$ cat src/rtl/alu_pkg.sv
// Shared types for the tinyarch multi-cycle ALU: opcode encoding and controller states.
package alu_pkg;

    typedef enum logic [3:0] {
        OP_ADD  = 4'd0,
        OP_SHR  = 4'd1,
        OP_SHL  = 4'd2,
        OP_OR   = 4'd3,
        OP_AND  = 4'd4,
        OP_MOV  = 4'd5,
        OP_LDI  = 4'd6,
        OP_MUL  = 4'd7,
        OP_NOT  = 4'd8,
        OP_LNOT = 4'd9,
        OP_SHO  = 4'd10,
        OP_ADC  = 4'd11,
        OP_EXIT = 4'd12,
        OP_NOP  = 4'd13,
        OP_JMP  = 4'd14,
        OP_MFHI = 4'd15
    } alu_op_e;

    typedef enum logic {
        IDLE = 1'b0,
        MUL  = 1'b1
    } alu_state_e;

endpackage

$ cat src/rtl/alu_mc_mul.sv
// Radix-2 shift-add multiplier: the first iteration happens at start, so done pulses
// WIDTH-1 cycles later and the product is final while done is high.
module alu_mc_mul #(
    parameter int WIDTH = 8
) (
    input  logic               clk,
    input  logic               rst,
    input  logic               start,
    input  logic [WIDTH-1:0]   a,
    input  logic [WIDTH-1:0]   b,
    output logic               done,
    output logic [2*WIDTH-1:0] product
);

    localparam int CNT_W = $clog2(WIDTH) + 1;

    logic [WIDTH-1:0] mcand;
    logic [CNT_W-1:0] count;
    logic             busy;

    // Upper half accumulates the partial sum while the multiplier drains out of the lower half.
    function automatic logic [2*WIDTH-1:0] step(input logic [2*WIDTH-1:0] p,
                                                input logic [WIDTH-1:0]   m);
        logic [WIDTH:0] sum;
        sum = {1'b0, p[2*WIDTH-1:WIDTH]} + (p[0] ? {1'b0, m} : '0);
        return {sum, p[WIDTH-1:1]};
    endfunction

    always_ff @(posedge clk or posedge rst) begin
        if (rst) begin
            product <= '0;
            mcand   <= '0;
            count   <= '0;
            busy    <= 1'b0;
            done    <= 1'b0;
        end else begin
            done <= 1'b0;
            if (start && !busy) begin
                product <= step({{WIDTH{1'b0}}, b}, a);
                mcand   <= a;
                count   <= CNT_W'(WIDTH - 1);
                busy    <= 1'b1;
            end else if (busy) begin
                product <= step(product, mcand);
                count   <= count - CNT_W'(1);
                if (count == CNT_W'(1)) begin
                    busy <= 1'b0;
                    done <= 1'b1;
                end
            end
        end
    end

endmodule

$ cat src/rtl/alu_mc.sv
// Handshaked tinyarch ALU with registered outputs, multi-word shift chain (spill buffer)
// and a multi-cycle multiplier whose high half is read back with MFHI.
module alu_mc
    import alu_pkg::*;
#(
    parameter int WIDTH = 8
) (
    input  logic             clk,
    input  logic             rst,
    input  logic             in_valid,
    output logic             in_ready,
    input  alu_op_e          operation,
    input  logic [WIDTH-1:0] op1,
    input  logic [WIDTH-1:0] op2,
    output logic             out_valid,
    output logic [WIDTH-1:0] result,
    output logic             carry,
    output logic             exit
);

    localparam int CNT_W = $clog2(WIDTH) + 1;
    localparam logic [CNT_W-1:0] W_AMT = CNT_W'(WIDTH);

    alu_state_e state, state_next;
    logic accept, mul_start, mul_done;
    logic [2*WIDTH-1:0] mul_product;

    logic [WIDTH-1:0] spill, hi;
    logic             last_dir;
    logic [CNT_W-1:0] last_amt;

    logic [WIDTH-1:0]   result_next, spill_next, shift_res, shift_out;
    logic               carry_next, exit_next, dir_next, sh_dir;
    logic [CNT_W-1:0]   amt_next, req_amt, sh_amt;
    logic [2*WIDTH-1:0] sh_right, sh_left;
    logic [WIDTH:0]     sum;

    assign in_ready = (state == IDLE) && !exit;
    assign accept   = in_valid && in_ready;

    alu_mc_mul #(.WIDTH(WIDTH)) u_mul (
        .clk     (clk),
        .rst     (rst),
        .start   (mul_start),
        .a       (op1),
        .b       (op2),
        .done    (mul_done),
        .product (mul_product)
    );

    always_ff @(posedge clk or posedge rst) begin
        if (rst) state <= IDLE;
        else     state <= state_next;
    end

    always_comb begin
        state_next = state;
        mul_start  = 1'b0;
        case (state)
            IDLE: if (accept && operation == OP_MUL) begin
                mul_start  = 1'b1;
                state_next = MUL;
            end
            MUL: if (mul_done) state_next = IDLE;
            default: state_next = IDLE;
        endcase
    end

    // Shifts run on a double-width word so the shifted-out bits land in the other half;
    // last_dir is 1 for right shifts.
    always_comb begin
        req_amt   = (op2 >= WIDTH'(WIDTH)) ? W_AMT : CNT_W'(op2);
        sh_dir    = (operation == OP_SHO) ? last_dir : (operation == OP_SHR);
        sh_amt    = (operation == OP_SHO) ? last_amt : req_amt;
        sh_right  = {op1, {WIDTH{1'b0}}} >> sh_amt;
        sh_left   = {{WIDTH{1'b0}}, op1} << sh_amt;
        shift_res = sh_dir ? sh_right[2*WIDTH-1:WIDTH] : sh_left[WIDTH-1:0];
        shift_out = sh_dir ? sh_right[WIDTH-1:0] : sh_left[2*WIDTH-1:WIDTH];
        sum = {1'b0, op1} + {1'b0, op2} + {{WIDTH{1'b0}}, (operation == OP_ADC) && carry};

        result_next = '0;
        carry_next  = carry;
        exit_next   = exit;
        spill_next  = spill;
        dir_next    = last_dir;
        amt_next    = last_amt;
        case (operation)
            OP_ADD, OP_ADC: begin
                result_next = sum[WIDTH-1:0];
                carry_next  = sum[WIDTH];
            end
            OP_SHR, OP_SHL: begin
                result_next = shift_res;
                spill_next  = shift_out;
                dir_next    = sh_dir;
                amt_next    = req_amt;
            end
            OP_SHO: begin
                result_next = shift_res | spill;
                spill_next  = shift_out;
            end
            OP_OR:          result_next = op1 | op2;
            OP_AND:         result_next = op1 & op2;
            OP_MOV, OP_LDI: result_next = op2;
            OP_NOT:         result_next = ~op1;
            OP_LNOT:        result_next = {{(WIDTH-1){1'b0}}, op1 == '0};
            OP_MFHI:        result_next = hi;
            OP_EXIT:        exit_next   = 1'b1;
            default:        result_next = '0;
        endcase
    end

    always_ff @(posedge clk or posedge rst) begin
        if (rst) begin
            result    <= '0;
            out_valid <= 1'b0;
            carry     <= 1'b0;
            exit      <= 1'b0;
            spill     <= '0;
            hi        <= '0;
            last_dir  <= 1'b0;
            last_amt  <= '0;
        end else begin
            out_valid <= 1'b0;
            if (state == MUL) begin
                if (mul_done) begin
                    result    <= mul_product[WIDTH-1:0];
                    hi        <= mul_product[2*WIDTH-1:WIDTH];
                    out_valid <= 1'b1;
                end
            end else if (accept && operation != OP_MUL) begin
                result    <= result_next;
                carry     <= carry_next;
                exit      <= exit_next;
                spill     <= spill_next;
                last_dir  <= dir_next;
                last_amt  <= amt_next;
                out_valid <= 1'b1;
            end
        end
    end

endmodule

$ cat config.mk
export PLATFORM = sky130hd
export DESIGN_NAME = alu_mc
export DESIGN_NICKNAME = d
export VERILOG_FILES = /design/src/rtl/alu_pkg.sv /design/src/rtl/alu_mc_mul.sv /design/src/rtl/alu_mc.sv
export SDC_FILE = /design/constraint.sdc
export NUM_CORES = 1
export LEC_CHECK = 0
export BUFFER_PORTS_ARGS = -buffer_cell sky130_fd_sc_hd__buf_2
export CORE_MARGIN = 3
export CORE_UTILIZATION = 50
export CTS_CLUSTER_SIZE = 8
export DETAILED_ROUTE_END_ITERATION = 16
export HOLD_SLACK_MARGIN = 0.15
export PLACE_DENSITY = 0.73
export SYNTH_ARGS = -nofsm -noshare
export SYNTH_HDL_FRONTEND = slang
export SYNTH_SLANG_ARGS = --single-unit
$ cat constraint.sdc
create_clock -name clk -period 2.1 [get_ports clk]
set_input_delay 0.315 -clock clk [delete_from_list [all_inputs] [get_ports clk]]
set_output_delay 0.315 -clock clk [all_outputs]
set_load 0.03 [all_outputs]
Word-level counts from Yosys, hierarchy flattened --
Index checks and enable logic that the tools add are counted.
Storage, ports and cells: register bits after elaboration 63, input port bits 23, word-level logic and storage cells 92
Cells by class: add/sub/neg operators 4, magnitude comparators 1, eq/ne operators 16, shift operators 2, mux-type cells 28, bitwise operators 5, reduce and logical (&&, ||, !) cells 22
Operators by type and width (number):
- case mux 8 bit (9 select lines) | 1
- two-way mux 8 bit | 7
- two-way mux 16 bit | 2
- equality test 4 bit (second input constant) | 6
- equality test 4 x 3 -> 1 bit (second input constant) | 4
- two-way mux 4 bit | 4
- OR 8 bit | 2
- << shifter 8 x 4 -> 16 bit | 1
- >> shifter 16 x 4 -> 16 bit | 1
- two-way mux 1 bit | 13
- AND reduction 3 bit | 4
- adder 8 x 8 -> 9 bit | 1
- adder 8 x 9 -> 9 bit | 1
- adder 9 x 1 -> 9 bit | 1
- AND 8 bit | 1
- equality test 4 x 1 -> 1 bit (second input constant) | 2
- equality test 4 x 2 -> 1 bit (second input constant) | 2
- greater-or-equal comparator 8 x 4 -> 1 bit (second input constant) | 1
- zero test 8 bit | 1
- inverter 8 bit | 1
- logical AND 1 bit | 6
- OR reduction 2 bit | 3
- zero test 4 bit | 1
- != test 4 x 3 -> 1 bit (second input constant) | 1
- other kinds (8) | 11

Logic depth before layout (Yosys ltp) --
Gate-level depths: netlist (run 1).
word-level depth 9, depth in mapped cells 14, gate-level depth less buffers 12

Modules after synthesis --
From an unflattened synthesis (run 1), not the netlist that was laid out.
Unflattened totals: cell total of the unflattened synthesis 619, area, all modules 5246.3 µm²
Modules (own cells, without submodules):
- alu_mc | instances 1, cells each 447, area each 3500.9 µm²
- alu_mc_mul | instances 1, cells each 172, area each 1745.4 µm²

Least setup slack after synthesis (run 1) --
No wires, ideal clock.
path kind input to register, start point input port operation[1], end point register carry, library setup time 0.066 ns, arrival time 2.490 ns, data required time 2.034 ns, setup slack -0.456 ns, stages on the path 14, path buffers 2, cells stage by stage buf_2 -> clkbuf_1 -> nand4_1 -> nor2_1 -> fa_1 -> inv_1 -> fa_1 -> nor2b_1 -> o31a_1 -> o21ai_0 -> a21boi_0 -> o21ai_0 -> a31oi_1 -> and3_1
Between the ends: longest elaborated chain between the ends 3, elaborated cells on any way between the ends 8
RTL lines:
- start: declaration | line alu_mc.sv:12 | input alu_op_e operation,
- equality test 4 bit (tied with other cells) | line alu_mc.sv:79, alu_mc.sv:87
- logical AND 1 bit (tied with other cells) | line alu_mc.sv:79 | sum = {1'b0, op1} + {1'b0, op2} + {{WIDTH{1'b0}}, (operation == OP_ADC) && carry};
- adder 9 x 1 -> 9 bit or AND reduction 3 bit (tied branches)
- end signal: assignment | line alu_mc.sv:133 | carry <= carry_next;
- end: declaration | line alu_mc.sv:17 | output logic carry,
Parallel ways exist; a longest one is shown, timed or not. A chain may end at the register's enable or synchronous reset.

Final worst setup path (run 1) --
start point register carry, end point register carry
Between the ends: longest elaborated chain between the ends 2
RTL lines (line):
- logical AND 1 bit | alu_mc.sv:79
- adder 9 x 1 -> 9 bit | alu_mc.sv:79
Every way passes these cells.

==> results of run 1 <==
cell families after synthesis:
| family | share of synthesized area (%) |
|---|---|
| xor+xnor | 1.67 |
| simple gates | 21.3 |
| buf+inv | 6.56 |
| compound gates | 27.5 |
| mux | 5.56 |
| fa+ha+maj | 7.35 |
| flops | 30.1 |
metrics by stage:
step	util, %	instance area [um2]
after floorplan	-	5330
after detailed placement	67.3	6730
after global routing	78.1	7810
after global placement	67.3	6730
final	78.1	7810
after CTS	74.3	7430
critical path, stage by stage (launching register included):
cell and delay [ns]:
dfrtp_1 0.38, nand4_1 0.11, nor2_2 0.19, fa_2 0.29, inv_2 0.05, fa_2 0.37
nor2b_4 0.14, o31a_1 0.20, o21ai_2 0.09, a21boi_2 0.16, o21ai_2 0.10, a31oi_1 0.18
and3_1 0.16
power breakdown:
part	switching, mW	leakage (nW)	internal [mW]
registers	0.0205	0.806	1.24
logic	0.589	2.64	0.436
clock network	0.563	0.0960	0.545
Yosys cell counts (all sizes together), types with 15 or more instances:
cell / instances / share of area, %
dfrtp: 63 / 30
o21ai: 53 / 5.1
a21oi: 51 / 5.0
nor2: 48 / 3.4
nand2: 47 / 3.4
inv: 39 / 2.8
ha: 26 / 6.2
nor3: 24 / 2.4
nand3: 22 / 2.1
clkbuf: 20 / 1.4
buf: 19 / 2.3
mux2: 17 / 3.7
a211oi: 15 / 2.2
a221oi: 15 / 2.6
how the worst max path moves through the flow:
stage / slack [ns] / end / from
after floorplan: -0.25 / result[6] / operation[1]
after global placement: -0.70 / result[1] / op2[5]
after detailed placement: -0.73 / result[1] / op2[5]
after CTS: -0.25 / carry / carry
after global routing: -0.43 / carry / carry
final: -0.39 / carry / carry
metal layers:
metal	wire length [um]	up-vias	part of all wire [%]	global-route usage, %
li1	-	2803	-	-
met1	9300	3177	37	55.1
met2	10900	661	43	62.2
met3	3510	197	14	8.78
met4	1760	0	6.9	17.8
met5	0	-	0	0
layout make-up:
type | instances | area share [%]
multi-input cells | 496 | 50.0
repair buffers | 236 | 23.3
flip-flops and latches | 63 | 20.2
well taps | 133 | 2.13
inverters | 40 | 1.92
clock buffers | 10 | 1.63
clock inverters | 6 | 0.785
sequential cells by signal (all words and copies together) (netlist names):
name and flops:
spill 8, u_mul.done 1, out_valid 1, last_amt 4
last_dir 1, u_mul.count 4, exit 1, state 1
u_mul.busy 1, u_mul.product 16, u_mul.mcand 8, hi 8
carry 1, result 8
timing repair:
item,CTS,global route
buffers inserted,21,9
gates cloned,1,1
hold buffers,1,0
gates resized for setup,84,65
pin swaps,39,46
endpoints found under the hold margin,63,0
setup endpoints to repair,20,21
==> impl_metrics.env, run 1 <==
export IMPL_tns_ns=-3.54
export IMPL_path_clk_slew_ns=0.08
export IMPL_fin_ws_ns=-0.390
export IMPL_drt_first_iter_violations=1181
export IMPL_final_seq_area_um2=1580
export IMPL_finalCritPeriodShare_pct=119
export IMPL_netlist_area_um2=5240
export IMPL_cts_tree="done"
export IMPL_die_area_um2=11800
export IMPL_yosysSeqAreaShare_pct=30.1
export IMPL_worstPathRequired_ns=2.40
export IMPL_status="finished with violations"
export IMPL_cts_root_buf="clkbuf_8"
export IMPL_cp_start_kind="register"
export IMPL_dp_hpwl_um=17100
export IMPL_track_usage_pct=40.6
export IMPL_hold_path_depth=3
export IMPL_finClkSkew_ns=0.0178
export IMPL_clockBufferDepth=2
export IMPL_r2r_end="carry"
export IMPL_ys_seq_elements=63
export IMPL_powerDensity_nw_per_um2=434
export IMPL_post_place_ws_ns=-0.732
export IMPL_cts_max_level=3
export IMPL_hold_slack_ns=0.387
export IMPL_ys_warn_count=0
export IMPL_r2r_start="carry"
export IMPL_critPathMaxFanout=2
export IMPL_crit_type="register to register"
export IMPL_total_power_mw=3.39
export IMPL_dp_cells=937
export IMPL_grt_pass1_wl_um=35900
export IMPL_max_freq_mhz=402
export IMPL_die_h_um=108
export IMPL_ir_worst_vdd_mv=0.384
export IMPL_num_rows=36
export IMPL_worstSkewPairLatency_ns=0.37
export IMPL_mostFrequentLayoutCell="buf_4"
export IMPL_avgSynthCellArea_um2=8.23
export IMPL_setup_viol=21
export IMPL_vias=6838
export IMPL_layout_nets=898
export IMPL_cts_buffers=9
export IMPL_vias_per_cell=6.95
export IMPL_port_buffers=34
export IMPL_globalRouteOverflowTotal=0
export IMPL_period_needed_ns=2.49
export IMPL_r2r_cells=12
export IMPL_place_gp_congestion=1.06
export IMPL_violations="negative setup slack"
export IMPL_layoutNonFillerInstCount=984
export IMPL_area_growth_synth_to_final_pct=49.0
export IMPL_slew_headroom_pct=41.9
export IMPL_synthDistinctLibCells=78
export IMPL_tightest_slew_ns=0.866
export IMPL_synth_nets=689
export IMPL_fillers=662
export IMPL_core_um2=10000
export IMPL_multi_input_area_um2=3910
export IMPL_cp_end_kind="register"
export IMPL_grt_pass1_vias=6267
export IMPL_synth_top_flop_cell="dfrtp_1"
export IMPL_die_w_um=108
export IMPL_grt_max_degree=64
export IMPL_wl_per_cell_um=25.9
export IMPL_rsz0062_at_grt="true"
export IMPL_synth_cells=637
export IMPL_maxCapViolCount=0
export IMPL_reg2reg_setup_slack_ns=-0.39
export IMPL_synth_edf_count=0
export IMPL_ios=35
export IMPL_antenna_found_initial=0
export IMPL_drive_gt1_share_pct=43.4
export IMPL_initial_utilization_pct=52.4
export IMPL_mostFrequentLayoutCells="buf_4 (176), dfrtp_1 (62), nand2_1 (42)"
export IMPL_min_from="operation[3]"
export IMPL_clkSinkCount=63
export IMPL_hp_class="input pin to register"
export IMPL_arrival_ns=2.80
export IMPL_antenna_left=0
export IMPL_p_leak_nw=3.54
export IMPL_drv_slew=0
export IMPL_ys_async_sr_fraction_pct=100
export IMPL_hold_viol_final=0
export IMPL_min_to="exit"
export IMPL_n_antenna_cell=0
export IMPL_drt_total_wl_um=25500
export IMPL_post_route_drc_count=0
export IMPL_first_pass_iters=7
(Power assumes the default switching activity.)
==> inputs of run 2 (changes only) <==
--- a/config.mk
+++ b/config.mk
@@ -6,6 +6,7 @@
 export NUM_CORES = 1
 export LEC_CHECK = 0
 export BUFFER_PORTS_ARGS = -buffer_cell sky130_fd_sc_hd__buf_2
+export CORE_ASPECT_RATIO = 0.6
 export CORE_MARGIN = 3
 export CORE_UTILIZATION = 50
 export CTS_CLUSTER_SIZE = 8
==> run 2 against run 1 <==
Non-clock buffer count shrank 2. Clock skew shrank 0.0084 ns. Highest routed layer is now met5. Total power grew 12%. Worst hold slack gained 0.032 ns. Critical path type unchanged. Via count grew 3.4%. Routed wire length grew 7.1%. Largest cell class unchanged. Critical endpoint unchanged. Clock power grew 32%. The flow still finishes with violations (negative setup slack). Global-route usage grew 1.5 points. Sequential cell count is the same. First-iteration DRC count grew 4.5%. Sequential power is essentially flat.
==> impl_metrics.env, run 2 (same netlist as run 1, synthesis figures left out) <==
export IMPL_status="finished with violations"
export IMPL_violations="negative setup slack"
export IMPL_maxCapViolCount=0
export IMPL_r2r_start="carry"
export IMPL_reg2reg_setup_slack_ns=-0.46
export IMPL_mostFrequentLayoutCells="buf_4 (178), dfrtp_1 (62), nor2_1 (44)"
export IMPL_cts_max_level=3
export IMPL_min_to="last_amt[2]"
export IMPL_max_freq_mhz=391
export IMPL_globalRouteOverflowTotal=0
export IMPL_cp_end_kind="register"
export IMPL_p_leak_nw=3.58
export IMPL_regMostFlops="u_mul.product"
export IMPL_min_from="op2[2]"
export IMPL_hp_class="input pin to register"
export IMPL_grt_max_degree=64
export IMPL_gr_usage_met2_pct=60.8
export IMPL_place_gp_congestion=1.10
export IMPL_worstPathRequired_ns=2.39
export IMPL_r2r_cells=12
export IMPL_die_area_um2=11800
export IMPL_post_route_drc_count=0
export IMPL_use_met1_pct=56.0
export IMPL_cp_start_kind="register"
export IMPL_crit_type="register to register"
export IMPL_clkSinkCount=63
export IMPL_top_usage_layer="met2"
export IMPL_ir_worst_vdd_mv=0.427
export IMPL_dp_hpwl_um=18600
export IMPL_gr_usage_met3_pct=18.8
export IMPL_setup_viol=20
export IMPL_finClkSkew_ns=0.00934
export IMPL_path_clk_slew_ns=0.06
export IMPL_clockBufferDepth=2
export IMPL_largest_reg_flops=16
export IMPL_antenna_left=0
export IMPL_r2r_end="carry"
export IMPL_fin_ws_ns=-0.457
export IMPL_grt_pass1_wl_um=37900
export IMPL_rsz0062_at_grt="true"
export IMPL_layout_nets=895
export IMPL_fillers=615
export IMPL_powerDensity_nw_per_um2=473
export IMPL_track_usage_pct=42.1
export IMPL_initial_utilization_pct=52.3
export IMPL_slew_headroom_pct=22.1
export IMPL_tightest_slew_ns=1.16
export IMPL_antenna_found_initial=1
export IMPL_port_buffers=34
export IMPL_vias=7069
export IMPL_total_power_mw=3.78
export IMPL_cts_root_buf="clkbuf_16"
export IMPL_num_rows=28
export IMPL_vias_per_cell=7.19
export IMPL_dp_cells=944
export IMPL_die_h_um=85.3
export IMPL_drv_slew=0
export IMPL_drt_total_wl_um=27300
export IMPL_ios=35
export IMPL_drt_first_iter_violations=1234
export IMPL_drive_gt1_share_pct=44.7
export IMPL_period_needed_ns=2.56
export IMPL_area_growth_synth_to_final_pct=52.4
export IMPL_grt_pass1_vias=6509
export IMPL_worstSkewPairLatency_ns=0.35
export IMPL_wl_per_cell_um=27.8
export IMPL_mostFrequentLayoutCell="buf_4"
export IMPL_finalCritPeriodShare_pct=122
export IMPL_hold_viol_final=0
export IMPL_critPathMaxFanout=2
export IMPL_arrival_ns=2.84
export IMPL_n_antenna_cell=0
export IMPL_die_w_um=138
export IMPL_layoutNonFillerInstCount=983
export IMPL_cts_tree="done"
export IMPL_cts_buffers=9
export IMPL_hold_path_depth=4
export IMPL_first_pass_iters=7
export IMPL_core_um2=10000
## run 2: where the power goes
| group | switching (mW) | total [mW] | internal, mW |
|---|---|---|---|
| Combinational | 0.623 | 1.06 | 0.434 |
| Clock | 0.629 | 1.46 | 0.835 |
| Sequential | 0.0229 | 1.26 | 1.24 |
| Total | 1.27 | 3.78 | 2.51 |
## run 2: layout make-up
class | count | area (um2) | share of cell area, %
clock inverters | 6 | 43.8 | 0.548
clock buffers | 10 | 239 | 2.99
well taps | 135 | 169 | 2.11
inverters | 40 | 153 | 1.91
flip-flops and latches | 63 | 1580 | 19.7
multi-input cells | 495 | 4000 | 50.0
repair buffers | 234 | 1820 | 22.7
## run 2: layer usage
metal / vias up / share of wire (%) / wire [um]
met5: - / 0.062 / 17
met4: 2 / 7.3 / 1990
met3: 228 / 17 / 4640
met2: 732 / 39 / 10800
met1: 3305 / 36 / 9880
li1: 2802 / - / -
## run 2: through the flow
stage | utilization (%) | setup slack (ns) | instance area (um2) | setup TNS (ns) | hold WS (ns)
after floorplan | - | -0.246 | 5330 | -1.76 | 0.450
after global placement | 68.1 | -0.869 | 6820 | -9.54 | 0.406
after detailed placement | 68.1 | -0.925 | 6820 | -11.03 | 0.414
after CTS | 75.1 | -0.224 | 7530 | -2.14 | 0.393
after global routing | 79.8 | -0.501 | 7990 | -5.44 | 0.405
final | 79.8 | -0.457 | 7990 | -4.42 | 0.419
## run 2: what timing repair did
action | CTS | global route
setup buffers | 7 | 18
gates resized for setup | 85 | 70
hold endpoints to repair | 63 | 0
cloned | 0 | 1
endpoints found under the setup margin | 21 | 33
pin swaps | 37 | 46
hold buffers | 1 | 0
## run 2: worst max-delay path by stage
| stage | startpoint | depth (start not counted) | endpoint | slack, ns |
|---|---|---|---|---|
| floorplan | operation[1] | 14 | result[6] | -0.25 |
| global placement | op2[5] | 10 | result[1] | -0.87 |
| detailed placement | op2[5] | 10 | result[1] | -0.92 |
| CTS | carry | 12 | carry | -0.22 |
| global route | carry | 12 | carry | -0.50 |
| finish | carry | 12 | carry | -0.46 |
## run 2: critical path, cell delays in order (launching register included)
cell	delay (ns)
dfrtp_1	0.34
nand4_1	0.09
nor2_2	0.19
fa_2	0.29
inv_2	0.05
fa_2	0.36
nor2b_4	0.17
o31a_1	0.20
o21ai_2	0.09
a21boi_1	0.25
o21ai_2	0.13
a31oi_1	0.18
and3_1	0.15
